`src/rtl/decode_stage_if.sv`:
```
// rtl/decode_stage_if.sv - ID-stage bus: IF/ID + control + WB inputs, ID/EX pipeline outputs
//
// Purpose: bundles every non-clock/reset signal of decode_stage.
//   master : decode-stage side (consumes ID/WB inputs, drives stall and ID/EX fields)
//   slave  : surrounding pipeline side (drives ID/WB inputs, consumes stall and ID/EX fields)
// Signals:
//   instr_ID[31:0], pc_ID[WIDTH-1:0], ctrl_ID[11:0], signExt_ID  - instruction in ID
//   flush                                                        - squash the ID instruction
//   wbEn, wbAddr[4:0], wbData[WIDTH-1:0]                         - register write-back
//   stall_ID                                                     - hold PC and IF/ID
//   readData1_EX, readData2_EX, extImm_EX, shamt_EX, rd_EX,
//   ctrl_EX, forwardA_EX, forwardB_EX, pc_EX                     - ID/EX register
interface decode_stage_if #(
  parameter int WIDTH = 32
);
  logic [31:0]      instr_ID;
  logic [WIDTH-1:0] pc_ID;
  logic [11:0]      ctrl_ID;
  logic             signExt_ID;
  logic             flush;
  logic             wbEn;
  logic [4:0]       wbAddr;
  logic [WIDTH-1:0] wbData;

  logic             stall_ID;
  logic [WIDTH-1:0] readData1_EX;
  logic [WIDTH-1:0] readData2_EX;
  logic [WIDTH-1:0] extImm_EX;
  logic [4:0]       shamt_EX;
  logic [4:0]       rd_EX;
  logic [11:0]      ctrl_EX;
  logic [1:0]       forwardA_EX;
  logic [1:0]       forwardB_EX;
  logic [WIDTH-1:0] pc_EX;

  modport master (
    input  instr_ID, pc_ID, ctrl_ID, signExt_ID, flush, wbEn, wbAddr, wbData,
    output stall_ID, readData1_EX, readData2_EX, extImm_EX, shamt_EX, rd_EX,
           ctrl_EX, forwardA_EX, forwardB_EX, pc_EX
  );

  modport slave (
    output instr_ID, pc_ID, ctrl_ID, signExt_ID, flush, wbEn, wbAddr, wbData,
    input  stall_ID, readData1_EX, readData2_EX, extImm_EX, shamt_EX, rd_EX,
           ctrl_EX, forwardA_EX, forwardB_EX, pc_EX
  );
endinterface

```
`src/rtl/decode_stage.sv`:
```
// rtl/decode_stage.sv - MIPS ID stage: register file, immediate extend, forwarding, load-use hazard
//
// Purpose: decodes the IF/ID instruction, reads the 32x32 register file (write-first
// bypass from WB), extends the immediate, computes registered forwarding selects and
// detects load-use hazards, and drives the ID/EX pipeline register.
// Ports:
//   clk  - rising-edge clock
//   rst  - synchronous active-high reset
//   bus  - decode_stage_if.master (see interface for the signal list)
// ctrl bundle layout: {RegWrite,MemtoReg,MemRead,MemWrite,RegDst,ALUSrc,Branch,bne,ALUOp[3:0]}
module decode_stage #(
  parameter int WIDTH = 32,
  parameter int NREG  = 32
) (
  input  logic           clk,
  input  logic           rst,
  decode_stage_if.master bus
);

  localparam int C_REGWRITE = 11;
  localparam int C_MEMREAD  = 9;
  localparam int C_REGDST   = 7;

  // Field decode
  logic [4:0]  rs, rt, rd_sel;
  logic [15:0] imm;
  logic [WIDTH-1:0] ext_imm;
  logic        unused_opcode;

  assign rs     = bus.instr_ID[25:21];
  assign rt     = bus.instr_ID[20:16];
  assign imm    = bus.instr_ID[15:0];
  assign rd_sel = bus.ctrl_ID[C_REGDST] ? bus.instr_ID[15:11] : bus.instr_ID[20:16];
  assign ext_imm = bus.signExt_ID ? {{(WIDTH-16){imm[15]}}, imm} : {{(WIDTH-16){1'b0}}, imm};
  assign unused_opcode = ^bus.instr_ID[31:26];

  // Register file: two async read ports, one sync write port
  logic [WIDTH-1:0] regs_q [NREG];
  logic [WIDTH-1:0] rd1, rd2;

  always_ff @(posedge clk) begin
    if (rst) begin
      for (int i = 0; i < NREG; i++) regs_q[i] <= '0;
    end else if (bus.wbEn && bus.wbAddr != 5'd0) begin
      regs_q[bus.wbAddr] <= bus.wbData;
    end
  end

  // Write-first: a register being written back this cycle is seen by ID now,
  // so WB->ID needs no forwarding select of its own.
  always_comb begin
    rd1 = '0;
    rd2 = '0;
    if (rs != 5'd0) rd1 = (bus.wbEn && bus.wbAddr == rs) ? bus.wbData : regs_q[rs];
    if (rt != 5'd0) rd2 = (bus.wbEn && bus.wbAddr == rt) ? bus.wbData : regs_q[rt];
  end

  // ID/EX state and MEM-stage tracking
  logic [WIDTH-1:0] rd1_q, rd1_d, rd2_q, rd2_d, ext_imm_q, ext_imm_d, pc_q, pc_d;
  logic [4:0]       shamt_q, shamt_d, rd_q, rd_d;
  logic [11:0]      ctrl_q, ctrl_d;
  logic [1:0]       fwd_a_q, fwd_a_d, fwd_b_q, fwd_b_d;
  logic             mem_reg_write_q;
  logic [4:0]       mem_rd_q;
  logic             haz;

  // The instruction now in EX will be in MEM when ID's instruction reaches EX (10);
  // the one now in MEM will be in WB (01). The EX producer is newer, so it wins.
  function automatic logic [1:0] fwd_sel(input logic [4:0] src,
                                         input logic ex_rw, input logic [4:0] ex_rd,
                                         input logic mem_rw, input logic [4:0] mem_rd);
    if (ex_rw && ex_rd != 5'd0 && ex_rd == src)         return 2'b10;
    else if (mem_rw && mem_rd != 5'd0 && mem_rd == src) return 2'b01;
    else                                                return 2'b00;
  endfunction

  assign haz = ctrl_q[C_MEMREAD] && rd_q != 5'd0 && (rd_q == rs || rd_q == rt);
  // A flush redirects fetch anyway, so never hold IF/ID against it.
  assign bus.stall_ID = haz && !bus.flush;

  always_comb begin
    rd1_d     = '0;
    rd2_d     = '0;
    ext_imm_d = '0;
    pc_d      = '0;
    shamt_d   = '0;
    rd_d      = '0;
    ctrl_d    = '0;
    fwd_a_d   = 2'b00;
    fwd_b_d   = 2'b00;
    if (!(bus.flush || haz)) begin
      rd1_d     = rd1;
      rd2_d     = rd2;
      ext_imm_d = ext_imm;
      pc_d      = bus.pc_ID;
      shamt_d   = bus.instr_ID[10:6];
      rd_d      = rd_sel;
      ctrl_d    = bus.ctrl_ID;
      fwd_a_d   = fwd_sel(rs, ctrl_q[C_REGWRITE], rd_q, mem_reg_write_q, mem_rd_q);
      fwd_b_d   = fwd_sel(rt, ctrl_q[C_REGWRITE], rd_q, mem_reg_write_q, mem_rd_q);
    end
  end

  always_ff @(posedge clk) begin
    if (rst) begin
      rd1_q           <= '0;
      rd2_q           <= '0;
      ext_imm_q       <= '0;
      pc_q            <= '0;
      shamt_q         <= '0;
      rd_q            <= '0;
      ctrl_q          <= '0;
      fwd_a_q         <= 2'b00;
      fwd_b_q         <= 2'b00;
      mem_reg_write_q <= 1'b0;
      mem_rd_q        <= '0;
    end else begin
      rd1_q           <= rd1_d;
      rd2_q           <= rd2_d;
      ext_imm_q       <= ext_imm_d;
      pc_q            <= pc_d;
      shamt_q         <= shamt_d;
      rd_q            <= rd_d;
      ctrl_q          <= ctrl_d;
      fwd_a_q         <= fwd_a_d;
      fwd_b_q         <= fwd_b_d;
      mem_reg_write_q <= ctrl_q[C_REGWRITE];
      mem_rd_q        <= rd_q;
    end
  end

  assign bus.readData1_EX = rd1_q;
  assign bus.readData2_EX = rd2_q;
  assign bus.extImm_EX    = ext_imm_q;
  assign bus.shamt_EX     = shamt_q;
  assign bus.rd_EX        = rd_q;
  assign bus.ctrl_EX      = ctrl_q;
  assign bus.forwardA_EX  = fwd_a_q;
  assign bus.forwardB_EX  = fwd_b_q;
  assign bus.pc_EX        = pc_q;

endmodule

```
`src/flat_wrapper.sv`:
```
// flat-port wrapper written by rule: the top's interface ports become plain ports
module decode_stage_flat 
#(
  parameter int WIDTH = 32,
  parameter int NREG  = 32
)
  (clk, rst, bus_instr_ID, bus_pc_ID, bus_ctrl_ID, bus_signExt_ID, bus_flush, bus_wbEn, bus_wbAddr, bus_wbData, bus_stall_ID, bus_readData1_EX, bus_readData2_EX, bus_extImm_EX, bus_shamt_EX, bus_rd_EX, bus_ctrl_EX, bus_forwardA_EX, bus_forwardB_EX, bus_pc_EX);
  decode_stage_if #(.WIDTH(WIDTH)) bus_i ();
  input  logic clk;
  input  logic rst;
  input wire logic [$bits(bus_i.instr_ID)-1:0] bus_instr_ID;
  input wire logic [$bits(bus_i.pc_ID)-1:0] bus_pc_ID;
  input wire logic [$bits(bus_i.ctrl_ID)-1:0] bus_ctrl_ID;
  input wire logic [$bits(bus_i.signExt_ID)-1:0] bus_signExt_ID;
  input wire logic [$bits(bus_i.flush)-1:0] bus_flush;
  input wire logic [$bits(bus_i.wbEn)-1:0] bus_wbEn;
  input wire logic [$bits(bus_i.wbAddr)-1:0] bus_wbAddr;
  input wire logic [$bits(bus_i.wbData)-1:0] bus_wbData;
  output wire logic [$bits(bus_i.stall_ID)-1:0] bus_stall_ID;
  output wire logic [$bits(bus_i.readData1_EX)-1:0] bus_readData1_EX;
  output wire logic [$bits(bus_i.readData2_EX)-1:0] bus_readData2_EX;
  output wire logic [$bits(bus_i.extImm_EX)-1:0] bus_extImm_EX;
  output wire logic [$bits(bus_i.shamt_EX)-1:0] bus_shamt_EX;
  output wire logic [$bits(bus_i.rd_EX)-1:0] bus_rd_EX;
  output wire logic [$bits(bus_i.ctrl_EX)-1:0] bus_ctrl_EX;
  output wire logic [$bits(bus_i.forwardA_EX)-1:0] bus_forwardA_EX;
  output wire logic [$bits(bus_i.forwardB_EX)-1:0] bus_forwardB_EX;
  output wire logic [$bits(bus_i.pc_EX)-1:0] bus_pc_EX;
  assign bus_i.instr_ID = bus_instr_ID;
  assign bus_i.pc_ID = bus_pc_ID;
  assign bus_i.ctrl_ID = bus_ctrl_ID;
  assign bus_i.signExt_ID = bus_signExt_ID;
  assign bus_i.flush = bus_flush;
  assign bus_i.wbEn = bus_wbEn;
  assign bus_i.wbAddr = bus_wbAddr;
  assign bus_i.wbData = bus_wbData;
  assign bus_stall_ID = bus_i.stall_ID;
  assign bus_readData1_EX = bus_i.readData1_EX;
  assign bus_readData2_EX = bus_i.readData2_EX;
  assign bus_extImm_EX = bus_i.extImm_EX;
  assign bus_shamt_EX = bus_i.shamt_EX;
  assign bus_rd_EX = bus_i.rd_EX;
  assign bus_ctrl_EX = bus_i.ctrl_EX;
  assign bus_forwardA_EX = bus_i.forwardA_EX;
  assign bus_forwardB_EX = bus_i.forwardB_EX;
  assign bus_pc_EX = bus_i.pc_EX;
  decode_stage #(.WIDTH(WIDTH), .NREG(NREG)) u_core (.clk(clk), .rst(rst), .bus(bus_i));
endmodule
```
`config.mk`:
```
export PLATFORM = sky130hd
export DESIGN_NAME = decode_stage_flat
export DESIGN_NICKNAME = d
export VERILOG_FILES = /design/src/rtl/decode_stage_if.sv /design/src/rtl/decode_stage.sv /design/src/flat_wrapper.sv
export SDC_FILE = /design/constraint.sdc
export NUM_CORES = 2
export LEC_CHECK = 0
export BUFFER_PORTS_ARGS = -buffer_cell sky130_fd_sc_hd__buf_2
export CAP_MARGIN = 20
export CORE_AREA = 2 2 226 451
export DETAILED_ROUTE_END_ITERATION = 10
export DIE_AREA = 0 0 228 453
export GPL_ROUTABILITY_DRIVEN = 1
export PLACE_DENSITY = 0.79
export SLEW_MARGIN = 20
export SYNTH_ARGS = -nofsm -noshare
export SYNTH_HDL_FRONTEND = slang
export SYNTH_SLANG_ARGS = --single-unit
```
`constraint.sdc`:
```
create_clock -name clk -period 2.88 [get_ports clk]
set_input_delay 0.144 -clock clk [delete_from_list [all_inputs] [get_ports clk]]
set_output_delay 0.144 -clock clk [all_outputs]
set_load 0.02 [all_outputs]
```
==> run_results.csv <==
group,metric,value,unit
pwr,power_frac_seq,50.6,%
synthesis,synth_top_area_cell,"edfxtp_1",
routing,drc_errors,0,
worst_setup_path,critPathTopFamily,"simple AND/OR/NAND/NOR gates",
cells_and_area,final_nets,4630,
worst_setup_path,cp-start-kind,"register",
pwr,ir_drop,0.000484,V
synthesis,syn_inst,4252,
place,dpl.hpwl,130,mm
worst_setup_path,max_stage_delay,0.48,ns
routing,vias,43800,
synthesis,synth.area.top_cells,"edfxtp_1, mux4_2, and2_1",
synthesis,avgSynthCellArea,14.0,um2
synthesis,netlist_area,59500,um2
worst_setup_path,crit_required,2.74,ns
grt,antenna_found_initial,30,
routing,wire_per_inst,37.2,um
synthesis,synthFlopType,"edfxtp_1",
synthesis,async_flop_share,0,%
synthesis,synth_edf_count,1024,
sta,fin_skew,0.0215,ns
routing,postRouteAntennaNets,0,
synthesis,synth-seq-cells,1164,
clock_network,clockBufferDepth,3,
clock_network,worstSkewPairLatency,0.72,ns
pwr,p_leak,0.0253,uW
floorplanning,placementRows,164,
place,io_buffers,266,
pwr,switching_share,25.5,%
sta,fin_crit,2.70,ns
status,status,"complete, no violations",
job,cap_violations,0,
clock_network,numCtsBuffers,97,
floorplanning,core,99700,um2
grt,grt_pass1_vias,44600,
synthesis,synth_cell_types,55,
worst_setup_path,cp-end-kind,"output port",
pwr,clockPowerShare,36.4,%
pwr,powerDensity,573,nW/um2
hold_path,hold_class,"in2reg",
clock_network,cts_setup_buffers,0,
pwr,p_comb_share,12.9,%
floorplanning,initial_core_util,59.7,%
worst_setup_path,cp_num_buf_inv,2,
sta,period_share,93.7,%
sta,worst_slew_pin_slew,1.00,ns
floorplanning,die_y,453,um
place,dp_cells,5652,
grt,grt-ovfl-total,0,
cells_and_area,final_core_util,68.4,%
worst_setup_path,critPathMaxFanout,22,
worst_setup_path,critPathKind,"reg2out",
worst_setup_path,slowest_stage,"dfxtp_1",
sta,hold_viol_final,0,
place,detailedPlace.worstSlack,0.277,ns
synthesis,yosys_warnings,0,
place,place_congestion,0.947,
clock_network,root_buffer,"clkbuf_16",
cells_and_area,syn_to_final_growth,14.7,%
routing,drtPass1Iterations,8,
pwr,p_int,29100,uW
floorplanning,fp.dieW,228,um
sta,maxSlewHeadroom,33.2,%
sta,fmax,0.371,GHz
grt,grt_max_degree,62,
worst_setup_path,path_cells,"xor2_1 > nor3_1 > nand3_1 > a21o_1 > buf_4 > nor2_1 > buf_2",
worst_setup_path,cp.arrival,2.55,ns
sta,slew_violations,0,
routing,vias_per_cell,7.36,
clock_network,clkTransAtPathRegs,0.07,ns
synthesis,ys_seq_area_share,56.4,%
grt,grt_use_total,42.8,%
sta,setup_violations,0,
clock_network,cts_max_level,3,
pwr,p_switching,9950,uW
synthesis,synth_top_area_share,51.7,%
grt,grt_pass1_wl,309,mm
sta,tns,0,ns
sta,rsz0062_at_grt,"no",
clock_network,clock_sinks,1164,
routing,initialDrtViolationCount,7162,
cells_and_area,drive_above_1_share,24.7,%
clock_network,cts_tree,"yes",
sta,layout_setup_ws,0.182,ns
floorplanning,ios,273,
routing,finalWirelength,222,mm
cells_and_area,final_cells,5952,
cells_and_area,fill_cells,6607,
floorplanning,die_area,103000,um2
final timing paths:
| check | start | to | slack, ns | cells after the start |
|---|---|---|---|---|
| worst max-delay path | u_core.bus.rd_EX[2] | bus_stall_ID | 0.18 | 7 |
| worst min-delay path | bus_wbData[15] | u_core.bus.readData2_EX[15] | 0.03 | 2 |
| worst max register to register | u_core.bus.rd_EX[2] | u_core.bus.extImm_EX[16] | 0.29 | 8 |
| worst min register to register | u_core.mem_reg_write_q | u_core.bus.forwardA_EX[0] | 0.52 | 2 |
kinds of logic (layout without fill, tap and decap cells):
logic type                Yosys count  after routing  synth area share (%)
xor gates and xnor gates           30             30                 0.442
AOI/OAI and AO/OA                 498            498                  6.07
muxes                             772            772                  20.3
DFF                              1164           1164                  56.4
buffers and inverters             472            785                  3.60
and+or+nand+nor                  1315           1315                  13.2
other                               1             60               0.00630
layout by cell type (no fill, tap or decap), types with 13 or more instances in the layout:
cell,synthesis,routed
edfxtp_1,1024,1024
dlygate4sd3_1,0,89
or2_2,32,32
nor3_1,56,56
and3_1,62,60
xor2_1,17,17
a211oi_1,72,72
clkbuf_16,0,106
nor2b_1,32,29
o22ai_1,69,69
o221ai_1,50,50
xnor2_1,13,13
diode_2,0,28
buf_4,58,149
nor2_1,86,53
conb_1,1,32
dfxtp_1,140,140
nand2_1,51,51
mux2i_1,387,387
mux4_2,344,344
clkinv_2,0,14
a221o_1,20,20
a32o_1,31,31
a21oi_1,115,115
a221oi_1,53,53
and2_1,964,964
nor2_4,0,33
buf_2,81,257
mux2_2,41,41
o21ai_0,15,15
buf_12,0,98
a22oi_1,34,34
registers in the layout, summed over array words and instances, names as in the netlist:
name,flops
u_core.bus.readData2_EX,32
u_core.bus.ctrl_EX,12
u_core.bus.readData1_EX,32
u_core.regs_q,1024
u_core.bus.forwardA_EX,2
u_core.bus.shamt_EX,4
u_core.bus.rd_EX,5
u_core.bus.pc_EX,32
u_core.bus.extImm_EX,13
u_core.mem_reg_write_q,1
u_core.bus.forwardB_EX,2
u_core.mem_rd_q,5
synthesized netlist by cell type, types with 5 or more instances:
cell type and number:
buf_6 7, nand3_1 7, edfxtp_1 1024, o22ai_1 69, buf_4 58, or2_2 32
o32ai_1 10, nand3b_1 5, and3_1 62, mux2i_1 387, nand2_1 51, a211o_1 5
and2_1 964, xor2_1 17, xnor2_1 13, o21ai_0 15, o211ai_1 5, nor3_1 56
dfxtp_1 140, buf_2 81, o21ai_1 9, buf_1 14, mux2_2 41, nor2_1 86
clkbuf_1 308, a211oi_1 72, o221ai_1 50, a22oi_1 34, or3_1 8, a221o_1 20
a32o_1 31, nor2b_1 32, a221oi_1 53, mux4_2 344, a21oi_1 115
power groups by stage:
stage | clock network (uW) | registers (uW) | logic, uW
after global routing | 14700 | 19800 | 5170
after floorplan | 0 | 20000 | 2840
after detailed placement | 0 | 20100 | 4760
final | 14200 | 19800 | 5060
after global placement | 0 | 20000 | 4700
after CTS | 14200 | 19700 | 4890
what timing repair did:
item,CTS,global route
gates resized for setup,0,0
endpoints found under the setup margin,0,0
hold buffers,89,0
hold endpoints to repair,122,0
final cells by class:
type	count	area, um2	share of cell area (%)
Clock buffer	121	2750	4.03
Sequential cell	1164	33600	49.2
Tap cell	1328	1660	2.44
Clock inverter	62	639	0.937
Multi-Input combinational cell	2647	24200	35.5
Timing Repair Buffer	598	5330	7.81
Inverter	4	15.0	0.0220
Antenna cell	28	70.1	0.103
through the flow:
stage,total power [uW],cell area (um2),hold slack [ns]
3_3_place_gp,24700,63900,0.355
3_5_place_dp,24900,63900,0.357
4_1_cts,38800,68200,0.00620
6_report,39100,68200,0.0323
5_1_grt,39700,68200,0.0500
2_1_floorplan,22800,59600,0.266
layer usage:
| metal | part of all wire (%) | GRT usage, % | vias to the layer above |
|---|---|---|---|
| li1 | - | - | 16700 |
| met1 | 28 | 45.4 | 21100 |
| met2 | 46 | 66.4 | 4504 |
| met3 | 14 | 14.0 | 1469 |
| met4 | 11 | 42.4 | 14 |
| met5 | 0.044 | 0 | - |
Note: power is estimated with default switching activity, not from simulation.
